**config.mk**
```make
export PLATFORM = sky130hd
export DESIGN_NAME = decode_stage
export DESIGN_NICKNAME = d
export VERILOG_FILES = /design/src/rtl/decode_stage.sv
export SDC_FILE = /design/constraint.sdc
export NUM_CORES = 1
export LEC_CHECK = 0
export BUFFER_PORTS_ARGS = -buffer_cell sky130_fd_sc_hd__buf_2
export CAP_MARGIN = 20
export CORE_MARGIN = 5
export CORE_UTILIZATION = 48
export CTS_CLUSTER_SIZE = 14
export DETAILED_ROUTE_END_ITERATION = 6
export GPL_TIMING_DRIVEN = 0
export PLACE_DENSITY = 0.88
export SLEW_MARGIN = 5
export SYNTH_ARGS = -nofsm -noshare
export SYNTH_HDL_FRONTEND = slang
export SYNTH_SLANG_ARGS = --single-unit
```
**constraint.sdc**
```tcl
create_clock -name clk_i -period 2.1 [get_ports clk_i]
set_input_delay 0.21 -clock clk_i [delete_from_list [all_inputs] [get_ports clk_i]]
set_output_delay 0.21 -clock clk_i [all_outputs]
set_load 0.02 [all_outputs]
```
**src/rtl/decode_stage.sv**
```systemverilog
// ---------------------------------------------------------------------------
// decode_stage
//
// RV32I instruction decode, sitting directly in front of register_file.
// One pipeline register holds the decoded bundle. The register-file read
// addresses are driven combinationally from the incoming instruction when it
// is accepted, and from the held bundle's fields otherwise. This means the
// register file's registered read data always lines up with the bundle that
// is currently presented, including while the bundle is stalled.
//
// Parameters
//   XLEN          datapath width for PC and immediate (>= 32)
//   FENCE_AS_NOP  1: FENCE decodes as a NOP; 0: FENCE is flagged illegal
//
// Ports
//   clk_i, reset_i          clock; synchronous active-high reset
//   flush_i                 drop the held bundle and any incoming instruction
//   instr_valid_i/_ready_o  fetch handshake (instr_i, pc_i)
//   rs1_addr_o, rs2_addr_o  register-file read addresses
//   out_valid_o/out_ready_i execute handshake for the decoded bundle
//   pc_o, rd_addr_o, imm_o, funct3_o, alu_op_o, alu_src_imm_o, alu_src_pc_o,
//   reg_write_o, mem_read_o, mem_write_o, branch_o, jump_o, illegal_o
//                           registered decoded bundle
//
// Jumps: alu_src_pc_o=1 with alu_src_imm_o=0 selects the link calculation
// (pc + 4); execute supplies the constant 4 whenever jump_o is set.
// ---------------------------------------------------------------------------
module decode_stage #(
  parameter int unsigned XLEN         = 32,
  parameter bit          FENCE_AS_NOP = 1'b1
) (
  input  logic            clk_i,
  input  logic            reset_i,
  input  logic            flush_i,
  input  logic            instr_valid_i,
  output logic            instr_ready_o,
  input  logic [31:0]     instr_i,
  input  logic [XLEN-1:0] pc_i,
  output logic [4:0]      rs1_addr_o,
  output logic [4:0]      rs2_addr_o,
  output logic            out_valid_o,
  input  logic            out_ready_i,
  output logic [XLEN-1:0] pc_o,
  output logic [4:0]      rd_addr_o,
  output logic [XLEN-1:0] imm_o,
  output logic [2:0]      funct3_o,
  output logic [3:0]      alu_op_o,
  output logic            alu_src_imm_o,
  output logic            alu_src_pc_o,
  output logic            reg_write_o,
  output logic            mem_read_o,
  output logic            mem_write_o,
  output logic            branch_o,
  output logic            jump_o,
  output logic            illegal_o
);

  // Major opcodes
  localparam logic [6:0] OPC_OP       = 7'b0110011;
  localparam logic [6:0] OPC_OP_IMM   = 7'b0010011;
  localparam logic [6:0] OPC_LOAD     = 7'b0000011;
  localparam logic [6:0] OPC_STORE    = 7'b0100011;
  localparam logic [6:0] OPC_BRANCH   = 7'b1100011;
  localparam logic [6:0] OPC_LUI      = 7'b0110111;
  localparam logic [6:0] OPC_AUIPC    = 7'b0010111;
  localparam logic [6:0] OPC_JAL      = 7'b1101111;
  localparam logic [6:0] OPC_JALR     = 7'b1100111;
  localparam logic [6:0] OPC_MISC_MEM = 7'b0001111;

  localparam logic [6:0] F7_BASE = 7'b0000000;
  localparam logic [6:0] F7_ALT  = 7'b0100000;

  // ALU operation encoding seen by execute
  localparam logic [3:0] ALU_ADD    = 4'd0;
  localparam logic [3:0] ALU_SUB    = 4'd1;
  localparam logic [3:0] ALU_SLL    = 4'd2;
  localparam logic [3:0] ALU_SLT    = 4'd3;
  localparam logic [3:0] ALU_SLTU   = 4'd4;
  localparam logic [3:0] ALU_XOR    = 4'd5;
  localparam logic [3:0] ALU_SRL    = 4'd6;
  localparam logic [3:0] ALU_SRA    = 4'd7;
  localparam logic [3:0] ALU_OR     = 4'd8;
  localparam logic [3:0] ALU_AND    = 4'd9;
  localparam logic [3:0] ALU_PASS_B = 4'd10;

  typedef enum logic [2:0] {
    IMM_ZERO,
    IMM_I,
    IMM_S,
    IMM_B,
    IMM_U,
    IMM_J
  } imm_sel_e;

  // -------------------------------------------------------------------------
  // Handshake
  // -------------------------------------------------------------------------
  logic valid_reg;
  logic accept;

  assign instr_ready_o = !flush_i && (!valid_reg || out_ready_i);
  assign accept        = instr_valid_i && instr_ready_o;

  // -------------------------------------------------------------------------
  // Field extraction
  // -------------------------------------------------------------------------
  logic [6:0] opcode;
  logic [2:0] funct3;
  logic [6:0] funct7;
  logic [4:0] rd_field;

  assign opcode   = instr_i[6:0];
  assign funct3   = instr_i[14:12];
  assign funct7   = instr_i[31:25];
  assign rd_field = instr_i[11:7];

  // Base (funct7 == 0) mapping of funct3 for OP / OP-IMM.
  function automatic logic [3:0] f3_to_alu(input logic [2:0] f3);
    logic [3:0] op;
    case (f3)
      3'b000:  op = ALU_ADD;
      3'b001:  op = ALU_SLL;
      3'b010:  op = ALU_SLT;
      3'b011:  op = ALU_SLTU;
      3'b100:  op = ALU_XOR;
      3'b101:  op = ALU_SRL;
      3'b110:  op = ALU_OR;
      default: op = ALU_AND;
    endcase
    return op;
  endfunction

  // -------------------------------------------------------------------------
  // Control decode
  // -------------------------------------------------------------------------
  imm_sel_e   imm_sel;
  logic [3:0] dec_alu_op;
  logic       dec_src_imm;
  logic       dec_src_pc;
  logic       dec_reg_write;
  logic       dec_mem_read;
  logic       dec_mem_write;
  logic       dec_branch;
  logic       dec_jump;
  logic       dec_legal;

  always_comb begin
    imm_sel       = IMM_ZERO;
    dec_alu_op    = ALU_ADD;
    dec_src_imm   = 1'b0;
    dec_src_pc    = 1'b0;
    dec_reg_write = 1'b0;
    dec_mem_read  = 1'b0;
    dec_mem_write = 1'b0;
    dec_branch    = 1'b0;
    dec_jump      = 1'b0;
    dec_legal     = 1'b1;

    case (opcode)
      OPC_OP: begin
        dec_reg_write = 1'b1;
        dec_alu_op    = f3_to_alu(funct3);
        // funct7[5] only has meaning for ADD/SUB and SRL/SRA.
        if (funct7 == F7_ALT && funct3 == 3'b000) begin
          dec_alu_op = ALU_SUB;
        end else if (funct7 == F7_ALT && funct3 == 3'b101) begin
          dec_alu_op = ALU_SRA;
        end else if (funct7 != F7_BASE) begin
          dec_legal = 1'b0;
        end
      end

      OPC_OP_IMM: begin
        imm_sel       = IMM_I;
        dec_src_imm   = 1'b1;
        dec_reg_write = 1'b1;
        dec_alu_op    = f3_to_alu(funct3);
        // Only the shift forms constrain the upper immediate bits.
        if (funct3 == 3'b001 && funct7 != F7_BASE) begin
          dec_legal = 1'b0;
        end else if (funct3 == 3'b101) begin
          if (funct7 == F7_ALT) begin
            dec_alu_op = ALU_SRA;
          end else if (funct7 != F7_BASE) begin
            dec_legal = 1'b0;
          end
        end
      end

      OPC_LOAD: begin
        imm_sel       = IMM_I;
        dec_src_imm   = 1'b1;
        dec_reg_write = 1'b1;
        dec_mem_read  = 1'b1;
        // LB, LH, LW, LBU, LHU
        case (funct3)
          3'b000, 3'b001, 3'b010, 3'b100, 3'b101: dec_legal = 1'b1;
          default:                                dec_legal = 1'b0;
        endcase
      end

      OPC_STORE: begin
        imm_sel       = IMM_S;
        dec_src_imm   = 1'b1;
        dec_mem_write = 1'b1;
        // SB, SH, SW
        dec_legal     = (funct3 == 3'b000) || (funct3 == 3'b001) || (funct3 == 3'b010);
      end

      OPC_BRANCH: begin
        imm_sel    = IMM_B;
        dec_alu_op = ALU_SUB;
        dec_branch = 1'b1;
        // funct3 010/011 are unassigned branch encodings
        dec_legal  = (funct3 != 3'b010) && (funct3 != 3'b011);
      end

      OPC_LUI: begin
        imm_sel       = IMM_U;
        dec_alu_op    = ALU_PASS_B;
        dec_src_imm   = 1'b1;
        dec_reg_write = 1'b1;
      end

      OPC_AUIPC: begin
        imm_sel       = IMM_U;
        dec_alu_op    = ALU_ADD;
        dec_src_imm   = 1'b1;
        dec_src_pc    = 1'b1;
        dec_reg_write = 1'b1;
      end

      OPC_JAL: begin
        imm_sel       = IMM_J;
        dec_src_pc    = 1'b1;
        dec_reg_write = 1'b1;
        dec_jump      = 1'b1;
      end

      OPC_JALR: begin
        imm_sel       = IMM_I;
        dec_src_pc    = 1'b1;
        dec_reg_write = 1'b1;
        dec_jump      = 1'b1;
        dec_legal     = (funct3 == 3'b000);
      end

      OPC_MISC_MEM: begin
        // Single-hart in-order core: FENCE has nothing to order.
        dec_legal = FENCE_AS_NOP && (funct3 == 3'b000);
      end

      default: begin
        // Unknown opcodes and SYSTEM (ECALL/EBREAK/CSR) are not supported.
        dec_legal = 1'b0;
      end
    endcase
  end

  // -------------------------------------------------------------------------
  // Immediate generation (sign bit is always instr[31])
  // -------------------------------------------------------------------------
  logic [31:0]     imm32;
  logic [XLEN-1:0] imm_ext;

  always_comb begin
    imm32 = 32'd0;
    case (imm_sel)
      IMM_I:   imm32 = {{20{instr_i[31]}}, instr_i[31:20]};
      IMM_S:   imm32 = {{20{instr_i[31]}}, instr_i[31:25], instr_i[11:7]};
      IMM_B:   imm32 = {{19{instr_i[31]}}, instr_i[31], instr_i[7],
                        instr_i[30:25], instr_i[11:8], 1'b0};
      IMM_U:   imm32 = {instr_i[31:12], 12'd0};
      IMM_J:   imm32 = {{11{instr_i[31]}}, instr_i[31], instr_i[19:12],
                        instr_i[20], instr_i[30:21], 1'b0};
      default: imm32 = 32'd0;
    endcase
  end

  assign imm_ext = XLEN'($signed(imm32));

  // -------------------------------------------------------------------------
  // Illegal / x0 gating of side effects
  // -------------------------------------------------------------------------
  logic [3:0] alu_op_next;
  logic       src_imm_next;
  logic       src_pc_next;
  logic       reg_write_next;
  logic       mem_read_next;
  logic       mem_write_next;
  logic       branch_next;
  logic       jump_next;
  logic       illegal_next;

  always_comb begin
    illegal_next   = !dec_legal;
    alu_op_next    = dec_legal ? dec_alu_op : ALU_ADD;
    src_imm_next   = dec_legal && dec_src_imm;
    src_pc_next    = dec_legal && dec_src_pc;
    // Writes to x0 are suppressed here so later stages never see them.
    reg_write_next = dec_legal && dec_reg_write && (rd_field != 5'd0);
    mem_read_next  = dec_legal && dec_mem_read;
    mem_write_next = dec_legal && dec_mem_write;
    branch_next    = dec_legal && dec_branch;
    jump_next      = dec_legal && dec_jump;
  end

  // -------------------------------------------------------------------------
  // Pipeline register
  // -------------------------------------------------------------------------
  logic [XLEN-1:0] pc_reg;
  logic [4:0]      rd_reg;
  logic [XLEN-1:0] imm_reg;
  logic [2:0]      funct3_reg;
  logic [3:0]      alu_op_reg;
  logic            src_imm_reg;
  logic            src_pc_reg;
  logic            reg_write_reg;
  logic            mem_read_reg;
  logic            mem_write_reg;
  logic            branch_reg;
  logic            jump_reg;
  logic            illegal_reg;
  logic [4:0]      rs1_reg;
  logic [4:0]      rs2_reg;

  always_ff @(posedge clk_i) begin
    if (reset_i) begin
      valid_reg     <= 1'b0;
      pc_reg        <= '0;
      rd_reg        <= '0;
      imm_reg       <= '0;
      funct3_reg    <= '0;
      alu_op_reg    <= '0;
      src_imm_reg   <= 1'b0;
      src_pc_reg    <= 1'b0;
      reg_write_reg <= 1'b0;
      mem_read_reg  <= 1'b0;
      mem_write_reg <= 1'b0;
      branch_reg    <= 1'b0;
      jump_reg      <= 1'b0;
      illegal_reg   <= 1'b0;
      rs1_reg       <= '0;
      rs2_reg       <= '0;
    end else if (flush_i) begin
      // Bundle contents are left as-is; only the valid bit matters downstream.
      valid_reg <= 1'b0;
    end else if (accept) begin
      valid_reg     <= 1'b1;
      pc_reg        <= pc_i;
      rd_reg        <= rd_field;
      imm_reg       <= imm_ext;
      funct3_reg    <= funct3;
      alu_op_reg    <= alu_op_next;
      src_imm_reg   <= src_imm_next;
      src_pc_reg    <= src_pc_next;
      reg_write_reg <= reg_write_next;
      mem_read_reg  <= mem_read_next;
      mem_write_reg <= mem_write_next;
      branch_reg    <= branch_next;
      jump_reg      <= jump_next;
      illegal_reg   <= illegal_next;
      rs1_reg       <= instr_i[19:15];
      rs2_reg       <= instr_i[24:20];
    end else if (out_ready_i) begin
      valid_reg <= 1'b0;
    end
  end

  // Read addresses: new fields on accept so data arrives with the bundle,
  // otherwise the held fields keep the register-file outputs stable.
  assign rs1_addr_o = accept ? instr_i[19:15] : rs1_reg;
  assign rs2_addr_o = accept ? instr_i[24:20] : rs2_reg;

  assign out_valid_o   = valid_reg;
  assign pc_o          = pc_reg;
  assign rd_addr_o     = rd_reg;
  assign imm_o         = imm_reg;
  assign funct3_o      = funct3_reg;
  assign alu_op_o      = alu_op_reg;
  assign alu_src_imm_o = src_imm_reg;
  assign alu_src_pc_o  = src_pc_reg;
  assign reg_write_o   = reg_write_reg;
  assign mem_read_o    = mem_read_reg;
  assign mem_write_o   = mem_write_reg;
  assign branch_o      = branch_reg;
  assign jump_o        = jump_reg;
  assign illegal_o     = illegal_reg;

endmodule
```
==> results of run 1 <==
==> worst register-to-register path: stages, from the launching register on <==
cell                       delay, ns
sky130_fd_sc_hd__dfxtp_1        0.33
sky130_fd_sc_hd__nand2b_1       0.11
sky130_fd_sc_hd__nand3_2        0.19
sky130_fd_sc_hd__nor4b_4        0.54
sky130_fd_sc_hd__and3b_1        0.29
sky130_fd_sc_hd__buf_6          0.16
sky130_fd_sc_hd__a221o_1        0.12
==> cell type report <==
type | count | area (sq um)
fillers | 719 | 3030
multi-input cells | 344 | 1910
flip-flops and latches | 95 | 1900
repair buffers | 161 | 806
plain buffers | 37 | 178
clock buffers | 10 | 138
well taps | 105 | 131
clock inverters | 6 | 63.8
inverters | 4 | 15.0
==> through the flow <==
stage / TNS [ns] / hold WS, ns / total power [mW] / worst slack (ns)
floorplan: 0 / 0.289 / 2.18 / 0.340
global placement: -0.100 / 0.406 / 2.38 / -0.0188
detailed placement: -0.287 / 0.408 / 2.39 / -0.0371
CTS: 0 / 0.0153 / 3.59 / 0.0359
global route: 0 / 0.0161 / 3.72 / 0.0318
finish: 0 / 0.0195 / 3.58 / 0.106
==> worst max path at each step <==
stage | from | endpoint | slack, ns
6_report | out_valid_o | rs2_addr_o[1] | 0.11
5_1_grt | out_valid_o | rs2_addr_o[3] | 0.03
4_1_cts | out_valid_o | rs1_addr_o[1] | 0.04
3_5_place_dp | out_ready_i | rs2_addr_o[0] | -0.04
3_3_place_gp | out_ready_i | rs2_addr_o[4] | -0.02
2_1_floorplan | out_valid_o | rs1_addr_o[4] | 0.34
==> cell families after synthesis <==
family / count (synthesis) / synth area share (%)
XOR/XNOR: 2 / 0.439
buffers and inverters: 42 / 4.61
multiplexers: 1 / 0.251
AO/OA/AOI/OAI: 149 / 24.4
AND/OR/NAND/NOR: 192 / 22.6
flip-flops: 95 / 47.7
==> power by group <==
part,internal [mW],switching (mW)
Combinational,0.165,0.324
Clock,0.496,0.721
Sequential,1.85,0.0221
==> layout by cell type, fill, tap and decap left out, types with 4 or more instances in the layout <==
cell type,n
sky130_fd_sc_hd__buf_2,169
sky130_fd_sc_hd__nor2_1,21
sky130_fd_sc_hd__nand2_1,125
sky130_fd_sc_hd__a22o_1,5
sky130_fd_sc_hd__a21oi_1,66
sky130_fd_sc_hd__o21ai_0,18
sky130_fd_sc_hd__dfxtp_1,95
sky130_fd_sc_hd__inv_1,4
sky130_fd_sc_hd__clkbuf_1,22
sky130_fd_sc_hd__clkbuf_8,10
sky130_fd_sc_hd__a221o_1,10
sky130_fd_sc_hd__a211oi_1,8
sky130_fd_sc_hd__a22oi_1,20
sky130_fd_sc_hd__nand2b_1,5
sky130_fd_sc_hd__nor3_1,7
==> per-layer routing <==
metal,track usage [%],vias to the layer above,part of all wire [%]
met1,31.3,2004,41
met4,8.28,0,1.9
met5,0,-,0
met3,5.44,26,7.6
met2,41.8,200,50
li1,-,2039,-
==> results.md, run 1 <==
- The flow ran to the end, and the final reports show no timing, DRC or antenna violations.
- Wires add up to 12.8 mm.
- The area of placed instances is 0.00493 sq mm.
- The origin of the critical flop-to-flop path is out_valid_o.
- The detailed-route via count is 4269.
- The cell count of the worst hold path is 2.
- The slew at the pin closest to its max-slew limit is 0.538 ns.
- The global router's overall resource usage is 24.7%.
- The total CTS buffers is 9.
- The worst-case IR drop observed on VDD is 0.432 mV.
- The H-tree generated during clock tree synthesis spans 3 levels.
- The placed wire-length estimate is 9.72 mm.
- The cell area power density is 696 mW/mm^2.
- Setup repair after global routing left no endpoint under its margin.
- In this design, the largest share of critical-path delay is due to buffers and inverters.
- The worst min-delay path startpoint is flush_i.
- In this run, synthesis inferred 0 flip-flops with an integrated enable.
- The clock sink count is 95.
- The endpoint of the lowest-slack register-to-register path is imm_o[24].
- Among all cell types in the netlist, the one instantiated most often is sky130_fd_sc_hd__nand2_1.
- The congestion estimate from routability-driven global placement came to 0.881.
- The cell count after placement is 747.
- A synthesized cell averages 8.29 sq um.
- The count of inserted antenna diode cells is 0.
- The number of warnings printed during yosys synthesis is 0.
- The final cycle utilization of the critical path is 95.0%.
- The worst hold path belongs to the class input pin to flip-flop.
- STA classifies the critical path endpoint as a primary output.
- From left edge to right edge, the die measures 101 um.
- The reg2reg setup slack is 0.31 ns.
- The number of DRC violations after detailed-routing iteration 0 is 208.
- The number of antenna violations at the first check in global routing is 0.
- After routing the design area is 0.00514 sq mm.
- The via count of the first global-routing pass is 4106.
- Buffers placed on the I/O ports in this run total 161.
- The post-synthesis register bit count is 95.
- The leakage power summed over all cells is 2.30 nW.
- The number of rows in the core area is 33.
- The core occupancy in the finished layout is 62.9%.
- The cell count after synthesis came out at 481.
- After clock tree synthesis, the clock-pin slew on the worst setup and hold paths is 0.10 ns.
- Dividing the detail-routed wire length by the instance count gives 16.8 um.
- The count of antenna-violating nets left after detailed routing is 0.
- The proportion of layout cells with a drive suffix above 1 is 31.2%.
- The depth of the most critical reg-to-reg path is 6.
- The clock period minus final worst setup slack is 1.99 ns.
- In this design, the stage delay of the slowest critical-path cell is 0.36 ns.
- Setup violations remaining at the end of the flow were counted as 0.
- The number of max-slew violations in the final report is 0.
- The critical path contains buffers and inverters numbering 3 combined.
- The end of the worst hold path is out_valid_o.
- The critical path's slowest cell is sky130_fd_sc_hd__dfxtp_1.
- The worst pin sits at a relative slew slack of 64.1%.
- The clock root buffer is sky130_fd_sc_hd__clkbuf_8.
- The launching element type of the critical path is a flip-flop.
- After detailed routing, the number of vias per cell comes to 5.60.
- The worst-skew pair later-pin latency is 0.36 ns.
- The die covers 0.0102 sq mm.
- The CTS tree is yes.
- The hold buffer count at CTS is 0.
- The core region is 0.00818 sq mm.
- The synthesized netlist contains 53 unique library cells.
- The post-synthesis net count is 550.
- The critical path is of the flip-flop to primary output type.
- The commonest cells after synthesis are sky130_fd_sc_hd__nand2_1, sky130_fd_sc_hd__dfxtp_1, sky130_fd_sc_hd__a21oi_1.
- The signal on the critical path passes through nand2b_1 > nand3_2 > clkbuf_4 > clkbuf_4 > nand2_1 > nand2_1 > buf_2.
- The most used flip-flop cell after synthesis is sky130_fd_sc_hd__dfxtp_1.
- The total congestion overflow is 0.
- The vertical die dimension is 101 um.
- Derived from the worst setup path, the maximum achievable clock frequency is 501 MHz.
- The count of unresolved DRC violations after routing is 0.
- The area added between synthesis and finish is 28.9%.
- Data arrives at the worst endpoint at 1.78 ns.
- The path length in cells of the critical path is 7.
- Yosys attributes the largest share of cell area to sky130_fd_sc_hd__dfxtp_1, sky130_fd_sc_hd__nand2_1, sky130_fd_sc_hd__a21oi_1.
- The worst clock skew on the final layout is 0.00873 ns.
- Before antenna repair, the detailed router went through 5 iterations.
- Once the clock tree was built, the setup fixing pass inserted 0 buffers.
- Leaving out filler cells and counting taps, the final layout contains 762.
- Post-CTS repair changed the size of 6 cells.
- The area share of the largest cell type after synthesis is 47.7%.
- Pin placement for this block handled 165 I/O pins.
- The synthesized design spends more area on one cell type than any other, namely sky130_fd_sc_hd__dfxtp_1.
- The register area share after synthesis is 47.7%.
- The net total in the final layout is 721.
- The number of hold-slack violations in the final timing report is 0.
- Data on the critical path is required at its endpoint by 1.89 ns.
- The first global-routing pass estimated 20.3 mm of wire.
- The share of synthesized registers carrying an async set or reset is 0%.
- Max-cap violations in this run came to 0.
- The post-synthesis instance area is 0.00399 sq mm.
- Entering global routing, the biggest net connects 19 pins.
- The maximum number of buffers from clock root to sink is 2.
- The initial utilization of the core area, before any placement, comes to 48.8%.
- In this run the worst path has a maximum fanout of 10.
(Power assumes the default switching activity.)
==> run 2, diff against run 1 <==
--- a/config.mk
+++ b/config.mk
@@ -8,11 +8,12 @@
 export BUFFER_PORTS_ARGS = -buffer_cell sky130_fd_sc_hd__buf_2
 export CAP_MARGIN = 20
 export CORE_MARGIN = 5
-export CORE_UTILIZATION = 48
+export CORE_UTILIZATION = 50
+export CTS_BUF_LIST = sky130_fd_sc_hd__clkbuf_2 sky130_fd_sc_hd__clkbuf_4 sky130_fd_sc_hd__clkbuf_8
 export CTS_CLUSTER_SIZE = 14
 export DETAILED_ROUTE_END_ITERATION = 6
 export GPL_TIMING_DRIVEN = 0
-export PLACE_DENSITY = 0.88
+export PLACE_DENSITY = 0.91
 export SLEW_MARGIN = 5
 export SYNTH_ARGS = -nofsm -noshare
 export SYNTH_HDL_FRONTEND = slang
==> run 2 against run 1 <==
  * Combinational power hardly changed
  * Cell count is 0.52% lower
  * Die area is 3.6% lower
  * Total power is 0.34% lower
  * Clock skew hardly changed
  * Clock power hardly changed
  * Largest power group unchanged
==> results.md, run 2 (same netlist as run 1, synthesis figures left out) <==
- Counting cells, the worst reg-to-reg path comes to 6.
- Across all hold checks on the routed design, the worst slack comes to 0.0541 ns.
- The number of rows in the core area is 32.
- Before antenna repair, the detailed router went through 5 iterations.
- The total overflow left after global routing is 0.
- The maximum number of buffers from clock root to sink is 2.
- The die boundary width is 99.3 um.
- The endpoint required time on the critical path is 1.89 ns.
- Data on the critical path arrives at its endpoint at 1.76 ns.
- The wire length of the first global-routing pass is 19.8 mm.
- The starting density of the core is 51.4%.
- After legalization and detailed placement, the total HPWL measured 9.58 mm.
- Leaving out fill and tap cells, the most frequent cells in the layout are sky130_fd_sc_hd__buf_2, sky130_fd_sc_hd__nand2_1, sky130_fd_sc_hd__dfxtp_1.
- The area of the multi-input gates is 0.00191 sq mm.
- For the worst-skew pair, the clock arrives at the later sink with an insertion delay of 0.36 ns.
- Global routing used 24.8% of the available tracks across all layers.
- After detailed routing, the number of vias per cell comes to 5.65.
- Setup violations remaining at the end of the flow were counted as 0.
- STA classifies the critical path startpoint as a flip-flop.
- The number of hold-slack violations in the final timing report was 0.
- The detail route stage leaves a number of antenna-violating nets equal to 0.
- The fmax is 508 MHz.
- The max-capacitance violation count is 0.
- The count of unresolved DRC violations after routing is 0.
- The clock-pin slew on the worst setup and hold paths is 0.09 ns.
- The detailed-route wire length per cell is 16.8 um.
- The hold buffer count at CTS is 0.
- The run finished with clean final reports.
- The clock sink count is 95.
- In this run the number of H-tree levels came out at 3.
- The boundary pin count is 165.
- The number of antenna violations at the first check in global routing was 0.
- Across the whole layout, storage elements account for 0.00190 sq mm.
- The largest single stage delay on the critical path is 0.37 ns.
- The clock root buffer is sky130_fd_sc_hd__clkbuf_8.
- The area added between synthesis and finish is 28.6%.
- The slew at the pin closest to its max-slew limit is 0.563 ns.
- In this run the cell area measured after placement is 0.00492 sq mm.
- The worst IR drop on VDD is 0.418 mV.
- The routed wire length is 12.8 mm.
- The final critical path takes up 93.8% of the cycle.
- The endpoint type of the worst setup path is a primary output.
- The CTS tree is yes.
- Counting instances, the worst hold path has a depth of 2.
- The final route contains 4282 vias.
- The worst relative slew slack is 62.4%.
- The maximum number of pins on one net before global-route repair is 17.
- Clock tree synthesis inserted a total of 9 buffers.
- The count of inserted antenna diode cells is 0.
- Of the cells placed in the final design, the portion with a size suffix greater than 1 is 31.1%.
- The cell area power density is 695 mW/mm^2.
- For the final database, setup skew stands at 0.00917 ns.
- The maximum net fanout on the critical path is 10.
- The net total in the final layout is 721.
- The number of DRC violations after detailed-routing iteration 0 is 239.
- Traced cell by cell, the critical path runs through nand2b_1 > nand3_2 > clkbuf_4 > clkbuf_4 > nand2_1 > nand2_1 > buf_2.
- After floorplanning, the core was sized to cover 0.00777 sq mm.
- In this run the static leakage power is 2.30 nW.
- Counting I/O delays and the setup requirement, the final critical path takes 1.97 ns.
- In this run the tool buffered the top-level ports with 161 buffer cells.
- The number of max-slew violations in the final report was 0.
- The vertical die dimension is 99.3 um.
- The layout has 690 filler cells.
- The via count of the first global-routing pass was 4123.
- The final instance area is 0.00513 sq mm.
- The most common library cell in the layout ignoring fill and taps is sky130_fd_sc_hd__buf_2.
- The critical path's slowest cell is sky130_fd_sc_hd__dfxtp_1.
- The congestion estimate from routability-driven global placement came to 0.993.
- The die outline area is 0.00986 sq mm.
- At the end of the flow the core is filled with cells to 66.0%.
- The category of the most critical setup path is flip-flop to primary output.
- The worst hold-check path type is input pin to flip-flop.
[run 2: final timing paths]
kind	from	endpoint	slack [ns]
worst max-delay path	out_valid_o	rs1_addr_o[4]	0.13
worst min-delay path	flush_i	out_valid_o	0.05
worst max register to register	out_valid_o	imm_o[19]	0.17
worst min register to register	alu_op_o[3]	alu_op_o[3]	0.45
[run 2: area by class of cell]
class	instances	area share [%]
flip-flops and latches	95	37.1
clock buffers	9	2.42
plain buffers	37	3.46
well taps	102	2.49
clock inverters	6	1.32
inverters	4	0.293
repair buffers	161	15.7
multi-input cells	344	37.2
[run 2: per-layer routing]
layer / share of wire, % / up-vias / global-route usage, % / wire length [um]
li1: - / 2036 / - / -
met1: 39 / 2005 / 28.6 / 4940
met3: 8.4 / 49 / 5.89 / 1070
met5: 0 / - / 0 / 0
met4: 4.2 / 0 / 12.5 / 540
met2: 49 / 192 / 42.7 / 6190
[run 2: repair_timing]
item | 4_1_cts | 5_1_grt
hold endpoints to repair | 0 | 0
pin swaps | 0 | 0
endpoints found under the setup margin | 11 | 10
setup buffers | 0 | 0
gates resized for setup | 6 | 7
[run 2: metrics by stage]
stage               worst slack [ns]  total power, mW  std cells  setup TNS [ns]
finish                         0.131             3.57        758               0
global route               -0.000378             3.71        758       -0.000378
CTS                           0.0346             3.57        758               0
detailed placement           -0.0193             2.39        744         -0.0792
global placement             0.00949             2.37        744               0
floorplan                      0.340             2.18        481               0
[run 2: worst max-delay path: cells and delay by family (launching register included)]
family        cells  cell delay (ns)
buf+inv           3             0.64
simple gates      4             0.40
flops             1             0.37
[run 2: power by group]
group	total (mW)	internal, mW	switching, mW
logic	0.487	0.165	0.322
registers	1.87	1.85	0.0216
clock network	1.21	0.551	0.658
total	3.57	2.57	1.00
==> run 3, diff against run 2 <==
--- a/config.mk
+++ b/config.mk
@@ -12,8 +12,11 @@
 export CTS_BUF_LIST = sky130_fd_sc_hd__clkbuf_2 sky130_fd_sc_hd__clkbuf_4 sky130_fd_sc_hd__clkbuf_8
 export CTS_CLUSTER_SIZE = 14
 export DETAILED_ROUTE_END_ITERATION = 6
+export GPL_ROUTABILITY_DRIVEN = 0
 export GPL_TIMING_DRIVEN = 0
 export PLACE_DENSITY = 0.91
+export RECOVER_POWER = 50
+export SETUP_SLACK_MARGIN = 0.4
 export SLEW_MARGIN = 5
 export SYNTH_ARGS = -nofsm -noshare
 export SYNTH_HDL_FRONTEND = slang
==> run 3 against run 2 <==
  * Core utilization grew 3.0 points
  * Via count grew 2.3%
  * Sequential share of layout area shrank 1.6 points
  * Highest routed layer unchanged
  * Largest cell class unchanged
  * Combinational power grew 14%
  * Global-route usage grew 1.2 points
==> results.md, run 3 (same netlist as run 1, synthesis figures left out) <==
- The flow ran to the end, and the final reports show no timing, DRC or antenna violations.
- After clock tree synthesis, the clock-pin slew on the worst setup and hold paths is 0.09 ns.
- The worst hold-check path type is input pin to flip-flop.
- The number of optimization iterations in the first detailed-route pass is 5.
- For this run, the total global-route usage over all layers was measured as 26.0%.
- For this block, the via count after detailed routing is 4381.
- The worst IR drop on VDD is 0.418 mV.
- The routed wire length is 13.6 mm.
- Global routing consumed, on the met2 layer, 45.5% of the routing resources.
- The maximum number of pins on one net before global-route repair is 18.
- The worst setup path is captured at a primary output.
- The number of failing setup endpoints in the final timing report is 0.
- After routing the design area is 0.00536 sq mm.
- The via count of the first global-routing pass is 4183.
- The detail route stage leaves a number of antenna-violating nets equal to 0.
- The cell area power density is 672 mW/mm^2.
- OpenSTA, run right after detailed placement, puts the worst setup slack at 0.0426 ns.
- In this run the most used layer during global routing was met2.
- The library cell used most frequently in the layout, excluding fill and tap cells, is sky130_fd_sc_hd__nand2_1.
- The cell count of the worst hold path is 2.
- The count of inserted antenna diode cells is 0.
- The floorplan step set the die height to 99.3 um.
- The final setup slack of the worst path is 0.269 ns.
- The CTS tree is yes.
- The area of the multi-input gates is 0.00202 sq mm.
- Measured against its own limit, the worst slew margin works out to 60.9%.
- The fmax is 546 MHz.
- The starting density of the core is 51.4%.
- The detailed-route wire length per cell is 17.7 um.
- The net total in the final layout is 731.
- The wire length of the first global-routing pass is 20.8 mm.
- The clock net in this run drives a total of 95 sinks.
- The clock root buffer is sky130_fd_sc_hd__clkbuf_8.
- For the final database, setup skew stands at 0.00814 ns.
- The number of cells on the worst reg-to-reg path is 8.
- Along the worst path, the maximum fanout reaches 5.
- No sink is reached through more buffers than the 2 on the longest clock path.
- The number of DRC violations after detailed-routing iteration 0 is 285.
- The later pin in the worst-skew pair is clocked with a latency of 0.36 ns.
- Once placement finished, the instance area stood at 0.00492 sq mm.
- The number of hold-slack violations in the final timing report is 0.
- Buffers inserted during clock tree synthesis total 9.
- Setup repair after global routing could not meet its margin everywhere.
- The number of antenna violations at the first check in global routing is 0.
- The path with the worst hold slack has its endpoint at out_valid_o.
- STA classifies the critical path startpoint as a flip-flop.
- The number of inserted filler cells in the final layout is 672.
- In the finished design, the share of the clock period the worst path needs comes to 87.2%.
- The proportion of layout cells with a drive suffix above 1 is 24.3%.
- After detailed routing, the number of vias per cell comes to 5.70.
- The die covers 0.00986 sq mm.
- The count of buffers added on input and output ports is 161.
- The count of unresolved DRC violations after routing is 0.
- The final total negative setup slack is 0 ns.
- The worst min-delay path startpoint is flush_i.
- In the final layout, flip-flops and latches occupy 0.00190 sq mm.
- The endpoint of the lowest-slack register-to-register path is imm_o[27].
- The wire-length estimate of the detail-placed layout is 9.66 mm.
- The clock period minus final worst setup slack is 1.83 ns.
- The area added between synthesis and finish is 34.5%.
- The number of max-slew violations in the final report was 0.
- The slew at the pin closest to its max-slew limit is 0.585 ns.
- In this run the horizontal extent of the chip is 99.3 um.
- The H-tree was split into 3 levels.
- The initialized floorplan defines 32 standard-cell rows.
- The max-capacitance violation count is 0.
- The critical path is of the flip-flop to primary output type.
- Global routing consumed, on the met3 layer, 6.10% of the routing resources.
- In this run the count of I/O pins placed on the die edge is 165.
- After floorplanning, the core was sized to cover 0.00777 sq mm.
- STA puts the critical path data required time at 1.89 ns.
- The startpoint identified for the worst register-to-register timing path is out_valid_o.
- For met1 alone, demand over resource in global routing was 31.3%.
- The reg2reg setup slack is 0.38 ns.
- The critical path data arrival time is 1.62 ns.
- The total congestion overflow is 0.
- In this run the static leakage power is 2.09 nW.
- Leaving out fill and tap cells, the most frequent cells in the layout are sky130_fd_sc_hd__nand2_1, sky130_fd_sc_hd__clkbuf_1, sky130_fd_sc_hd__dfxtp_1.
## run 3: repair_timing
| item | 4_1_cts | 5_1_grt |
|---|---|---|
| resized for setup | 65 | 33 |
| endpoints found under the setup margin | 87 | 38 |
| pin swaps | 0 | 3 |
| setup buffers | 6 | 2 |
| gates cloned | 1 | 0 |
| hold buffers | 0 | 0 |
| hold endpoints to repair | 0 | 0 |
## run 3: stage by stage
stage / utilization, % / hold slack (ns) / instances / power (mW)
6_report: 69.1 / 0.0568 / 769 / 3.61
2_1_floorplan: - / 0.289 / 481 / 2.19
3_3_place_gp: 63.4 / 0.408 / 744 / 2.37
4_1_cts: 69.6 / 0.0279 / 767 / 3.60
5_1_grt: 69.1 / 0.0433 / 769 / 3.75
3_5_place_dp: 63.4 / 0.417 / 744 / 2.39
## run 3: worst max-delay path by stage
stage                 from  depth (start not counted)             to
4_1_cts        out_valid_o                          7  rs1_addr_o[4]
2_1_floorplan  out_valid_o                          6      imm_o[13]
3_3_place_gp    instr_i[2]                          8      imm_o[17]
6_report       out_valid_o                          7  rs2_addr_o[1]
5_1_grt        out_valid_o                          7  rs2_addr_o[1]
3_5_place_dp    instr_i[2]                          8      imm_o[12]
## run 3: cell type report
cell class / instances / area share [%]
Sequential cell: 95 / 35.5
Buffer: 38 / 4.92
Inverter: 4 / 0.280
Clock inverter: 6 / 1.00
Timing Repair Buffer: 170 / 15.8
Tap cell: 102 / 2.38
Clock buffer: 10 / 2.57
Multi-Input combinational cell: 344 / 37.6
## run 3: critical path: stages, from the launching register on
cell and delay, ns:
sky130_fd_sc_hd__dfxtp_1 0.36, sky130_fd_sc_hd__nand2b_2 0.09, sky130_fd_sc_hd__and3_1 0.21, sky130_fd_sc_hd__buf_8 0.14, sky130_fd_sc_hd__clkbuf_16 0.16, sky130_fd_sc_hd__nand2_1 0.11, sky130_fd_sc_hd__nand2_2 0.06, sky130_fd_sc_hd__buf_6 0.13
## run 3: metal layers
metal / share of wire [%] / wire length [um] / vias to the layer above
met5: 0 / 0 / -
met4: 2.5 / 335 / 0
met3: 8.4 / 1140 / 33
met2: 51 / 6940 / 240
met1: 38 / 5170 / 2047
li1: - / - / 2061
## run 3: power by group
| group | switching, mW | leakage, nW | internal (mW) |
|---|---|---|---|
| Sequential | 0.0268 | 0.771 | 1.85 |
| Clock | 0.690 | 0.0886 | 0.482 |
| Combinational | 0.350 | 1.23 | 0.207 |
